===== src/rtl/serial_checking_sink_pkg.sv =====
// serial_checking_sink_pkg
// Shared constants, FSM state encoding and small helpers for the serial
// checking sink and its deserializer.
//
// Project-wide sizes normally come from constants.v. If the build has not
// already defined them, defaults are provided here:
//   `SIZE          node-number width (dst/src field width)
//   `NUM_NODES     number of nodes (sequence-table depth)
//   `PKT_SEQ_BITS  default sequence-field width
//   `SINK_PKT_BITS default serial payload length, 2*`SIZE + `PKT_SEQ_BITS
`ifndef SIZE
`define SIZE 4
`endif
`ifndef NUM_NODES
`define NUM_NODES 16
`endif
`ifndef PKT_SEQ_BITS
`define PKT_SEQ_BITS 8
`endif
`ifndef SINK_PKT_BITS
`define SINK_PKT_BITS (2*`SIZE+`PKT_SEQ_BITS)
`endif

package serial_checking_sink_pkg;

  localparam int NODE_BITS    = `SIZE;
  localparam int NUM_NODES    = `NUM_NODES;
  localparam int DEF_SEQ_BITS = `PKT_SEQ_BITS;

  localparam logic [15:0] COUNT_MAX = 16'hFFFF;

  typedef enum logic [1:0] {
    ST_IDLE  = 2'd0,
    ST_RECV  = 2'd1,
    ST_CHECK = 2'd2,
    ST_HOLD  = 2'd3
  } sink_state_e;

  // Payload length on the wire: dst, src, then seq, no start/stop bits.
  function automatic int pkt_bits(input int seq_bits);
    return (32'sd2 * NODE_BITS) + seq_bits;
  endfunction

  // Width of a down-counter able to hold the value 'hold' (at least 1 bit).
  function automatic int hold_width(input int hold);
    if (hold < 32'sd2) begin
      return 32'sd1;
    end else begin
      return $clog2(hold + 32'sd1);
    end
  endfunction

  // 16-bit increment that sticks at all-ones.
  function automatic logic [15:0] sat_inc16(input logic [15:0] value);
    if (value == COUNT_MAX) begin
      return value;
    end else begin
      return value + 16'd1;
    end
  endfunction

endpackage


===== src/rtl/serial_checking_sink_if.sv =====
// serial_checking_sink_if
// One-bit serial link between a router local output and a sink.
//   rx_data  serial data, idle low; a 1 in idle is a start bit
//   rx_busy  backpressure; a transmitter only starts while it is low
// Modports:
//   master  transmitter side (drives rx_data, observes rx_busy)
//   slave   sink side (observes rx_data, drives rx_busy)
interface serial_checking_sink_if;

  logic rx_data;
  logic rx_busy;

  modport master (output rx_data, input rx_busy);
  modport slave  (input rx_data, output rx_busy);

endinterface


===== src/rtl/serial_checking_sink_deshift.sv =====
// serial_deshift
// Bit counter plus shift register for one LSB-first serial payload.
// While shift_en is high one bit is taken per cycle; on the cycle that
// carries the last bit, done is high and word_next presents the complete
// payload (the stored bits plus the bit currently on bit_in), so the
// caller can register the finished word on that same edge.
// Ports:
//   clk        clock, rising edge
//   reset      asynchronous, active-low clear
//   start      clears the bit counter (start bit seen)
//   shift_en   take bit_in this cycle
//   bit_in     serial data bit
//   word_next  assembled payload including bit_in, bit 0 = first bit
//   done       last payload bit is being taken this cycle
module serial_deshift #(
  parameter int WIDTH = 16
) (
  input  logic             clk,
  input  logic             reset,
  input  logic             start,
  input  logic             shift_en,
  input  logic             bit_in,
  output logic [WIDTH-1:0] word_next,
  output logic             done
);

  localparam int CNT_W = (WIDTH < 2) ? 1 : $clog2(WIDTH);
  localparam logic [CNT_W-1:0] LAST_BIT = CNT_W'(WIDTH - 1);

  // Only WIDTH-1 bits are stored; the final bit is still on bit_in at done.
  logic [WIDTH-2:0] shift_r;
  logic [CNT_W-1:0] cnt_r;

  assign word_next = {bit_in, shift_r};
  assign done      = shift_en && (cnt_r == LAST_BIT);

  // Bit counter: restarts on every start bit, advances per shifted bit.
  always_ff @(posedge clk or negedge reset) begin
    if (!reset) begin
      cnt_r <= '0;
    end else if (start) begin
      cnt_r <= '0;
    end else if (shift_en) begin
      cnt_r <= cnt_r + CNT_W'(1);
    end else begin
      cnt_r <= cnt_r;
    end
  end

  // Shift register: new bits enter at the top so the first bit ends at 0.
  always_ff @(posedge clk or negedge reset) begin
    if (!reset) begin
      shift_r <= '0;
    end else if (shift_en) begin
      shift_r <= word_next[WIDTH-1:1];
    end else begin
      shift_r <= shift_r;
    end
  end

endmodule


===== src/rtl/serial_checking_sink.sv =====
// serial_checking_sink
// Terminating endpoint for one router local serial output. Receives a start
// bit followed by dst, src, seq (LSB first), checks the destination against
// ID and, optionally, the per-source sequence number, reports each packet
// with a one-cycle pkt_valid pulse and keeps saturating packet/error
// counters. After each packet it holds rx_busy for HOLD_CYCLES extra
// cycles to model a slow consumer.
//
// Optional feature macro:
//   SINK_SEQ_CHECK_EN  keep a table of expected sequence numbers per source
//                      and flag out-of-order packets. Undefined: dst only.
//
// Parameters: ID (own node number), SEQ_BITS (seq field width),
//             HOLD_CYCLES (busy cycles after each packet, 0 allowed).
// Ports:
//   clk        clock, rising edge
//   reset      asynchronous, active-low; clears all state
//   link       serial link, slave side (rx_data in, rx_busy out)
//   pkt_valid  one-cycle pulse, packet fields valid
//   pkt_src    source field of last packet
//   pkt_seq    sequence field of last packet
//   pkt_err    high with pkt_valid when the packet failed a check
//   pkt_count  packets received, saturating
//   err_count  failed packets, saturating
//   active     high whenever the sink is not idle
module serial_checking_sink
  import serial_checking_sink_pkg::*;
#(
  parameter int ID          = 0,
  parameter int SEQ_BITS    = DEF_SEQ_BITS,
  parameter int HOLD_CYCLES = 4
) (
  input  logic                  clk,
  input  logic                  reset,
  serial_checking_sink_if.slave link,
  output logic                  pkt_valid,
  output logic [NODE_BITS-1:0]  pkt_src,
  output logic [SEQ_BITS-1:0]   pkt_seq,
  output logic                  pkt_err,
  output logic [15:0]           pkt_count,
  output logic [15:0]           err_count,
  output logic                  active
);

  localparam int PKT_BITS = pkt_bits(SEQ_BITS);
  localparam int HOLD_W   = hold_width(HOLD_CYCLES);
  localparam bit HOLD_EN  = (HOLD_CYCLES > 0);
  localparam logic [NODE_BITS-1:0] OWN_ID    = NODE_BITS'(ID);
  localparam logic [HOLD_W-1:0]    HOLD_LOAD = HOLD_W'(HOLD_CYCLES);

  sink_state_e state_r;
  sink_state_e state_nxt_s;

  logic                 busy_r;
  logic [HOLD_W-1:0]    hold_cnt_r;
  logic                 start_s;
  logic                 shift_en_s;
  logic                 done_s;
  logic [PKT_BITS-1:0]  word_s;
  logic [NODE_BITS-1:0] dst_s;
  logic [NODE_BITS-1:0] src_s;
  logic [SEQ_BITS-1:0]  seq_s;
  logic                 dst_err_s;
  logic                 seq_err_s;

  logic                 pkt_valid_r;
  logic                 pkt_err_r;
  logic [NODE_BITS-1:0] pkt_src_r;
  logic [SEQ_BITS-1:0]  pkt_seq_r;
  logic [15:0]          pkt_count_r;
  logic [15:0]          err_count_r;

  assign start_s    = (state_r == ST_IDLE) && link.rx_data;
  assign shift_en_s = (state_r == ST_RECV);

  serial_deshift #(
    .WIDTH (PKT_BITS)
  ) u_deshift (
    .clk       (clk),
    .reset     (reset),
    .start     (start_s),
    .shift_en  (shift_en_s),
    .bit_in    (link.rx_data),
    .word_next (word_s),
    .done      (done_s)
  );

  // Field split of the word completing this cycle (valid while done_s).
  assign dst_s     = word_s[NODE_BITS-1:0];
  assign src_s     = word_s[2*NODE_BITS-1:NODE_BITS];
  assign seq_s     = word_s[PKT_BITS-1:2*NODE_BITS];
  assign dst_err_s = (dst_s != OWN_ID);

`ifdef SINK_SEQ_CHECK_EN
  logic [SEQ_BITS-1:0] seq_exp_r [NUM_NODES];

  assign seq_err_s = (seq_exp_r[src_s] != seq_s);

  // Expected-sequence table: always resynchronises to seq+1, error or not.
  always_ff @(posedge clk or negedge reset) begin
    if (!reset) begin
      for (int i = 0; i < NUM_NODES; i++) begin
        seq_exp_r[i] <= '0;
      end
    end else if (done_s) begin
      seq_exp_r[src_s] <= seq_s + SEQ_BITS'(1);
    end else begin
      seq_exp_r <= seq_exp_r;
    end
  end
`else
  assign seq_err_s = 1'b0;
`endif

  // FSM state register.
  always_ff @(posedge clk or negedge reset) begin
    if (!reset) begin
      state_r <= ST_IDLE;
    end else begin
      state_r <= state_nxt_s;
    end
  end

  // FSM next-state logic.
  always_comb begin
    state_nxt_s = state_r;
    case (state_r)
      ST_IDLE: begin
        if (link.rx_data) begin
          state_nxt_s = ST_RECV;
        end else begin
          state_nxt_s = ST_IDLE;
        end
      end
      ST_RECV: begin
        if (done_s) begin
          state_nxt_s = ST_CHECK;
        end else begin
          state_nxt_s = ST_RECV;
        end
      end
      ST_CHECK: begin
        if (HOLD_EN) begin
          state_nxt_s = ST_HOLD;
        end else begin
          state_nxt_s = ST_IDLE;
        end
      end
      ST_HOLD: begin
        // Counter is loaded with HOLD_CYCLES, so the visit ending at 1
        // is the last of exactly HOLD_CYCLES hold cycles.
        if (hold_cnt_r <= HOLD_W'(1)) begin
          state_nxt_s = ST_IDLE;
        end else begin
          state_nxt_s = ST_HOLD;
        end
      end
      default: begin
        state_nxt_s = ST_IDLE;
      end
    endcase
  end

  // Busy flag registered from the next state, so it equals (state != IDLE).
  always_ff @(posedge clk or negedge reset) begin
    if (!reset) begin
      busy_r <= 1'b0;
    end else begin
      busy_r <= (state_nxt_s != ST_IDLE);
    end
  end

  // Post-packet hold counter: loaded in CHECK, counts down in HOLD.
  always_ff @(posedge clk or negedge reset) begin
    if (!reset) begin
      hold_cnt_r <= '0;
    end else if (state_r == ST_CHECK) begin
      hold_cnt_r <= HOLD_LOAD;
    end else if ((state_r == ST_HOLD) && (hold_cnt_r != '0)) begin
      hold_cnt_r <= hold_cnt_r - HOLD_W'(1);
    end else begin
      hold_cnt_r <= hold_cnt_r;
    end
  end

  // Packet report: registered on the last data bit so it shows in CHECK.
  always_ff @(posedge clk or negedge reset) begin
    if (!reset) begin
      pkt_valid_r <= 1'b0;
      pkt_err_r   <= 1'b0;
      pkt_src_r   <= '0;
      pkt_seq_r   <= '0;
    end else if (done_s) begin
      pkt_valid_r <= 1'b1;
      pkt_err_r   <= dst_err_s | seq_err_s;
      pkt_src_r   <= src_s;
      pkt_seq_r   <= seq_s;
    end else begin
      pkt_valid_r <= 1'b0;
      pkt_err_r   <= 1'b0;
      pkt_src_r   <= pkt_src_r;
      pkt_seq_r   <= pkt_seq_r;
    end
  end

  // Saturating counters, bumped at the end of CHECK.
  always_ff @(posedge clk or negedge reset) begin
    if (!reset) begin
      pkt_count_r <= 16'h0000;
      err_count_r <= 16'h0000;
    end else if (state_r == ST_CHECK) begin
      pkt_count_r <= sat_inc16(pkt_count_r);
      if (pkt_err_r) begin
        err_count_r <= sat_inc16(err_count_r);
      end else begin
        err_count_r <= err_count_r;
      end
    end else begin
      pkt_count_r <= pkt_count_r;
      err_count_r <= err_count_r;
    end
  end

  assign link.rx_busy = busy_r;
  assign active       = busy_r;
  assign pkt_valid    = pkt_valid_r;
  assign pkt_err      = pkt_err_r;
  assign pkt_src      = pkt_src_r;
  assign pkt_seq      = pkt_seq_r;
  assign pkt_count    = pkt_count_r;
  assign err_count    = err_count_r;

endmodule


===== src/flat_wrapper.sv =====
// flat-port wrapper written by rule: the top's interface ports become plain ports
module serial_checking_sink_flat import serial_checking_sink_pkg::*;
#(
  parameter int ID          = 0,
  parameter int SEQ_BITS    = DEF_SEQ_BITS,
  parameter int HOLD_CYCLES = 4
)
  (clk, reset, pkt_valid, pkt_src, pkt_seq, pkt_err, pkt_count, err_count, active, link_rx_data, link_rx_busy);
  serial_checking_sink_if link_i ();
  input  logic clk;
  input  logic reset;
  output logic pkt_valid;
  output logic [NODE_BITS-1:0] pkt_src;
  output logic [SEQ_BITS-1:0] pkt_seq;
  output logic pkt_err;
  output logic [15:0] pkt_count;
  output logic [15:0] err_count;
  output logic active;
  input wire logic [$bits(link_i.rx_data)-1:0] link_rx_data;
  output wire logic [$bits(link_i.rx_busy)-1:0] link_rx_busy;
  assign link_i.rx_data = link_rx_data;
  assign link_rx_busy = link_i.rx_busy;
  serial_checking_sink #(.ID(ID), .SEQ_BITS(SEQ_BITS), .HOLD_CYCLES(HOLD_CYCLES)) u_core (.clk(clk), .reset(reset), .link(link_i), .pkt_valid(pkt_valid), .pkt_src(pkt_src), .pkt_seq(pkt_seq), .pkt_err(pkt_err), .pkt_count(pkt_count), .err_count(err_count), .active(active));
endmodule

===== config.mk =====
export PLATFORM = sky130hd
export DESIGN_NAME = serial_checking_sink_flat
export DESIGN_NICKNAME = d
export VERILOG_FILES = /design/src/rtl/serial_checking_sink_pkg.sv /design/src/rtl/serial_checking_sink_if.sv /design/src/rtl/serial_checking_sink_deshift.sv /design/src/rtl/serial_checking_sink.sv /design/src/flat_wrapper.sv
export SDC_FILE = /design/constraint.sdc
export NUM_CORES = 1
export LEC_CHECK = 0
export BUFFER_PORTS_ARGS = -buffer_cell sky130_fd_sc_hd__buf_2
export CELL_PAD_IN_SITES_DETAIL_PLACEMENT = 1
export CELL_PAD_IN_SITES_GLOBAL_PLACEMENT = 2
export CORE_MARGIN = 5
export CORE_UTILIZATION = 39
export CTS_CLUSTER_DIAMETER = 50
export DETAILED_ROUTE_END_ITERATION = 10
export GPL_ROUTABILITY_DRIVEN = 1
export GPL_TIMING_DRIVEN = 0
export PLACE_DENSITY_LB_ADDON = 0.1
export SLEW_MARGIN = 20
export SYNTH_ARGS = -nofsm -noshare
export SYNTH_HDL_FRONTEND = slang
export SYNTH_SLANG_ARGS = --single-unit

===== constraint.sdc =====
create_clock -name clk -period 3.9 [get_ports clk]
set_input_delay 0.975 -clock clk [delete_from_list [all_inputs] [get_ports clk]]
set_output_delay 0.975 -clock clk [all_outputs]
set_load 0.01 [all_outputs]

=== Word level (Yosys, flattened, before mapping) ===
Cells that the tools add are included.

* Register bits: 71
* Bits in read-only memories: 0
* Memories: 0
* Word-level logic and storage cells: 45
* Input port bits: 3
* Bits in latches: 0
* Output and inout port bits: 48
* Bits in writable memories: 0

* Add/sub/neg operators: 4
* Mux-type cells: 10
* Magnitude comparators: 1
* Reductions and logical operators: 11
* Bitwise gates (word level): 2
* Shift-type cells: 0
* Equality and inequality tests: 6
* $mul: 0
* Div/mod/pow operators: 0

{| class="wikitable"
|+ Operator list
! cell !! number
|-
| $add 16x1->16 const B || 2
|-
| $eq 16x16->1 const B || 2
|-
| $mux 4 || 2
|-
| $pmux 2 s4 || 1
|-
| $mux 3 || 2
|-
| $reduce_bool 2->1 || 3
|-
| $add 4x1->4 const B || 1
|-
| $eq 2x2->1 const B || 2
|-
| $eq 4x4->1 const B || 1
|-
| $mux 2 || 2
|-
| $reduce_bool 4->1 || 1
|-
| $le 3x1->1 const B || 1
|-
| $logic_and 1x1->1 || 3
|-
| $mux 1 || 3
|-
| $reduce_and 3->1 || 1
|-
| $reduce_bool 3->1 || 1
|-
| $sub 3x1->3 const B || 1
|-
| $eq 2x1->1 const B || 1
|-
| $logic_not 2->1 || 1
|-
| $not 1->1 || 2
|-
| $reduce_and 2->1 || 1
|}

=== Longest topological paths before layout ===
* Word-level depth: 5
* Mapped depth: 6
* Depth with buffers taken out: 6

=== Hierarchy ===
A second synthesis with hierarchy kept.

* Cells, all modules: 269
* Area, all modules: 3,274.4 µm²

{| class="wikitable"
|+ Modules (own cells, without submodules)
! module !! seq. area each (µm²) !! cells each !! area an instance (µm²) !! instances
|-
| serial_checking_sink || 1,301.2 || 219 || 2,496.1 || 1
|-
| serial_deshift || 475.5 || 50 || 778.2 || 1
|}

=== Worst setup path after synthesis ===
OpenSTA, ideal clock, no wires.

* Path kind: register to register
* Start: reg u_core.err_count_r[0], in the netlist u_core.err_count[0]
* End: reg u_core.err_count_r[14], in the netlist u_core.err_count[14]
* Path slack: 2.189 ns
* Arrival time: 1.586 ns
* Cell stages (with the launch flop): 6
* Library setup time: 0.125 ns
* Buffers on the path: 0
* Path through: dfrtp_1 -> ha_1 -> nand4_1 -> or2_2 -> nor3_1 -> mux2_2

* Cells in the longest elaborated chain, start to end: 3

{| class="wikitable"
|+ Ends and longest elaborated chain
! element !! line !! source
|-
| from (decl) || serial_checking_sink.sv:71 || <nowiki>logic [15:0] err_count_r;</nowiki>
|-
| from (signal assigned) || serial_checking_sink.sv:214 || <nowiki>err_count_r <= sat_inc16(err_count_r);</nowiki>
|-
| from (signal assigned) || serial_checking_sink.sv:216 || <nowiki>err_count_r <= err_count_r;</nowiki>
|-
| from (signal assigned) || serial_checking_sink.sv:220 || <nowiki>err_count_r <= err_count_r;</nowiki>
|-
| branches (longest 3 deep; another with $add 16x1->16) || - ||
|}

Several ways; the timed one is not identified.
A chain may end at the register's enable or synchronous reset.

=== Worst setup path after layout ===
* Start: reg u_core.pkt_count_r[2], in the netlist u_core.pkt_count[2]
* End: out pkt_count[2]

{| class="wikitable"
|+ RTL lines
! element !! line !! source
|-
| from (decl) || serial_checking_sink.sv:70 || <nowiki>logic [15:0] pkt_count_r;</nowiki>
|-
| from (signal assigned) || serial_checking_sink.sv:212 || <nowiki>pkt_count_r <= sat_inc16(pkt_count_r);</nowiki>
|-
| from (signal assigned) || serial_checking_sink.sv:219 || <nowiki>pkt_count_r <= pkt_count_r;</nowiki>
|-
| to (decl) || flat_wrapper.sv:16 || <nowiki>output logic [15:0] pkt_count;</nowiki>
|}

No word-level cell between the ends.

==> results.env <==
RUN_STATUS='completed'
NETLIST_AREA_UM2=3230
FILL_CELLS=900
NUMCTSBUFFERS=9
SYNTH.LARGEST_AREA_CELL='sky130_fd_sc_hd__dfrtp_1'
TIMING.CRITICAL_PATH.CELLS='buf_2'
SYNTH_AREA_PER_CELL_UM2=10.8
CP.BUFFERS_INVERTERS=1
CLOCK-ROOT-BUFFER='sky130_fd_sc_hd__clkbuf_8'
GRT.MET3_USAGE_PCT=2.98
LEAKAGEPOWER_nW=1.96
MULTI_INPUT_COMB_AREA_UM2=1390
DIE_W_UM=101
CLOCK_PATH_BUFFERS=2
GRT_USAGE_PCT=15.5
DETAIL_ROUTE.VIAS_PER_CELL=5.12
START_UTIL_PCT=39.8
WORST_HOLD_PATH_TYPE='reg -> reg'
NUM-NETS-FINAL=371
TIMING_MAX_TRANSITION_VIOLATIONS_FINAL=0
DIE_H_UM=101
CLOCK_SINKS=71
DETAIL_ROUTE.FIRST_PASS.ITERATIONS=4
CLOCK_LATENCY_ON_THE_WORST_SKEW_PAIR_PS=340
GLOBALROUTE.TOTALOVERFLOW=0
CORE_AREA_UM2=8130
SEQ_AREA_UM2=1780
DRCVIOLATIONCOUNT=0
ROUTABILITYCONGESTION=0.735
GRT_UTIL_MET1_PCT=20.1
GRT_START_MAX_NET_PINS=40
WIRE_LENGTH_OF_THE_FIRST_GLOBAL_ROUTING_PASS_UM=12600
KIND_OF_START_POINT_OF_THE_CRITICAL_PATH='register'
SYN_NETS=309
POST_CTS_BUFFERS=0
SYNTH_SEQUENTIAL_AREA_RATIO_PCT=54.9
HOLD_SLACK_PS=486
MAX_SLEW.WORST_PIN.SLEW_PS=663
HOLD_VIOL=0
AVGROUTEDWIREPERCELL_UM=15.1
MAX_CAP_VIOL_COUNT=0
END_KIND='output port'
TIMING.SETUP.CRITICAL_PATH_CLASS='reg -> out'
FP-ROW-COUNT=33
LAYOUT.CELLS.MOST_COMMON_LIST='sky130_fd_sc_hd__dfrtp_1 (71), sky130_fd_sc_hd__nand2_1 (66), sky130_fd_sc_hd__buf_2 (50)'
MIN_PERIOD_OVER_PERIOD_PCT=50.4
IR_DROP_V=0.000287
CELL_PWR_DENSITY_nW_PER_UM2=591
FLOW.AREA_GROWTH_FROM_SYNTHESIS_PCT=18.9
CRITICAL_PATH.SLOWEST_CELL='sky130_fd_sc_hd__dfrtp_1'
ROUTE.ANTENNA.REMAINING_NETS=0
CTS-RESIZED-GATES=0
TOTAL_NUMBER_OF_YOSYS_WARNINGS=0
DRIVE_GT1_SHARE_PCT=26.4
GRT_ANTENNA_BEFORE_REPAIR=0
CLOCK_TREE_FROM_TRITONCTS='yes'
IO_PINS=51
RSZ0062_AT_GRT='false'
FLOORPLAN.DIE_AREA_UM2=10200
CRITICAL_PATH.TOP_DELAY_FAMILY='flip-flops'
CRIT_ARRIVAL_PS=990
PORT-BUFFER-COUNT=50
HPWLAFTERDP_UM=5110
SYNTH-SEQ-CELLS=71
DETAILED_ROUTE_WIRE_LENGTH_UM=7140
CLK_PIN_SLEW_PS=80
CRITPATHMAXSTAGEDELAY_PS=460
DETAILED_ROUTE_ITER0_VIOLATIONS=37
CRIT_PATH_MAX_FANOUT=6
MAX_CLOCK_FREQ_MHz=509
USE_MET2_PCT=25.5
FINAL.SETUP_SKEW_PS=10.1
CP.REQUIRED_PS=2920
LAYOUT_COMMONEST_CELL='sky130_fd_sc_hd__dfrtp_1'
SYNTH_AREA_LEADERS='sky130_fd_sc_hd__dfrtp_1 (55%), sky130_fd_sc_hd__nand2_1 (7.7%), sky130_fd_sc_hd__xor2_1 (5.4%)'
GRT_PASS1_VIAS=2558
SETUP_VIOL_COUNT_FINAL=0
NUMBER_OF_HOLD_BUFFERS_ADDED_AFTER_CTS=0
RELSLEWSLACK_PCT=55.3
YOSYS.AREA.TOP_TYPE_SHARE_PCT=54.9
N_ANTENNA_CELL=0
ROUTE.VIAS.TOTAL=2417
POST-ROUTE-MIN-PERIOD_PS=1960
FINAL.SETUP.TNS_PS=0
GR-MAX-USAGE-LAYER='met2'
NETLIST_INSTANCES=300
YOSYS.CELL_TYPES.COUNT=49
HTREE_NUM_LEVELS=3
## registers in the layout (all words and copies together), names as in the netlist
signal,flops
u_core.pkt_err,1
u_core.u_deshift.shift_r,15
u_core.hold_cnt_r,3
u_core.u_deshift.cnt_r,4
u_core.pkt_src,4
u_core.pkt_count,16
u_core.state_r,2
u_core.err_count,16
u_core.pkt_valid,1
u_core.active,1
u_core.pkt_seq,8
## routing by layer
layer | part of all wire (%) | vias up
met5 | 0 | -
li1 | - | 1168
met1 | 46 | 1200
met4 | 1.3 | 0
met2 | 49 | 41
met3 | 3.8 | 8
## power breakdown
group	switching, W	total, W	internal (W)
clock network	0.000296	0.000613	0.000316
logic	0.000339	0.000593	0.000254
registers	0.000143	0.00107	0.000924
## Yosys cell counts, drive strengths merged
cell	count
a21oi	11
a22o	2
a2bb2oi	1
a311oi	1
a41oi	1
and2	1
and2b	1
and3	3
and3b	1
and4	1
buf	5
clkbuf	2
dfrtp	71
ha	6
inv	5
mux2	16
mux2i	1
nand2	67
nand2b	2
nand3	16
nand3b	1
nand4	8
nand4b	2
nor2	13
nor3	8
nor3b	2
nor4	11
nor4b	1
o21a	1
o21ai	7
o21bai	1
o22ai	1
o31ai	2
or2	2
or4	2
xnor2	4
xor2	20
## final cells by class
| type | instances | share of cell area (%) |
|---|---|---|
| clock inverters | 6 | 1.79 |
| repair buffers | 51 | 7.09 |
| flip-flops and latches | 71 | 46.2 |
| clock buffers | 10 | 3.58 |
| plain buffers | 7 | 1.20 |
| inverters | 5 | 0.488 |
| well taps | 105 | 3.42 |
| multi-input cells | 217 | 36.2 |
## kinds of logic (layout without fill, tap and decap cells)
family                   count (synthesis)  after routing  synth area share (%)
XOR/XNOR                                24             24                  6.50
adder cells (fa/ha/maj)                  6              6                  2.32
AO/OA/AOI/OAI                           28             28                  5.26
flip-flops                              71             71                  54.9
buffers and inverters                   12             79                  2.01
AND/OR/NAND/NOR                        142            142                  23.1
multiplexers                            17             17                  5.88
## per-stage QoR
step           setup slack (ps)  std cells  cell area, um^2  utilization, %  total power, W
4_1_cts                    1910        472             3840            47.3         0.00232
2_1_floorplan              2190        300             3230               -         0.00146
6_report                   1940        472             3840            47.3         0.00227
3_5_place_dp               1870        456             3640            44.7         0.00169
3_3_place_gp               1410        455             3620            44.5         0.00167
5_1_grt                    1750        472             3840            47.3         0.00244
## path summary, 6_finish.rpt
kind | start | endpoint | slack, ps | depth (start not counted)
min in group asynchronous | reset | u_core.pkt_count[11] | 570 | 1
min | u_core.u_deshift.shift_r[0] | u_core.u_deshift.shift_r[0] | 490 | 2
max in group asynchronous | reset | u_core.hold_cnt_r[0] | 2770 | 2
max | u_core.pkt_count[2] | pkt_count[2] | 1940 | 1
max reg2reg | u_core.err_count[0] | u_core.err_count[1] | 1940 | 5
min reg2reg | u_core.u_deshift.shift_r[0] | u_core.u_deshift.shift_r[0] | 490 | 2
No activity file was read; power rests on OpenSTA's default activity.
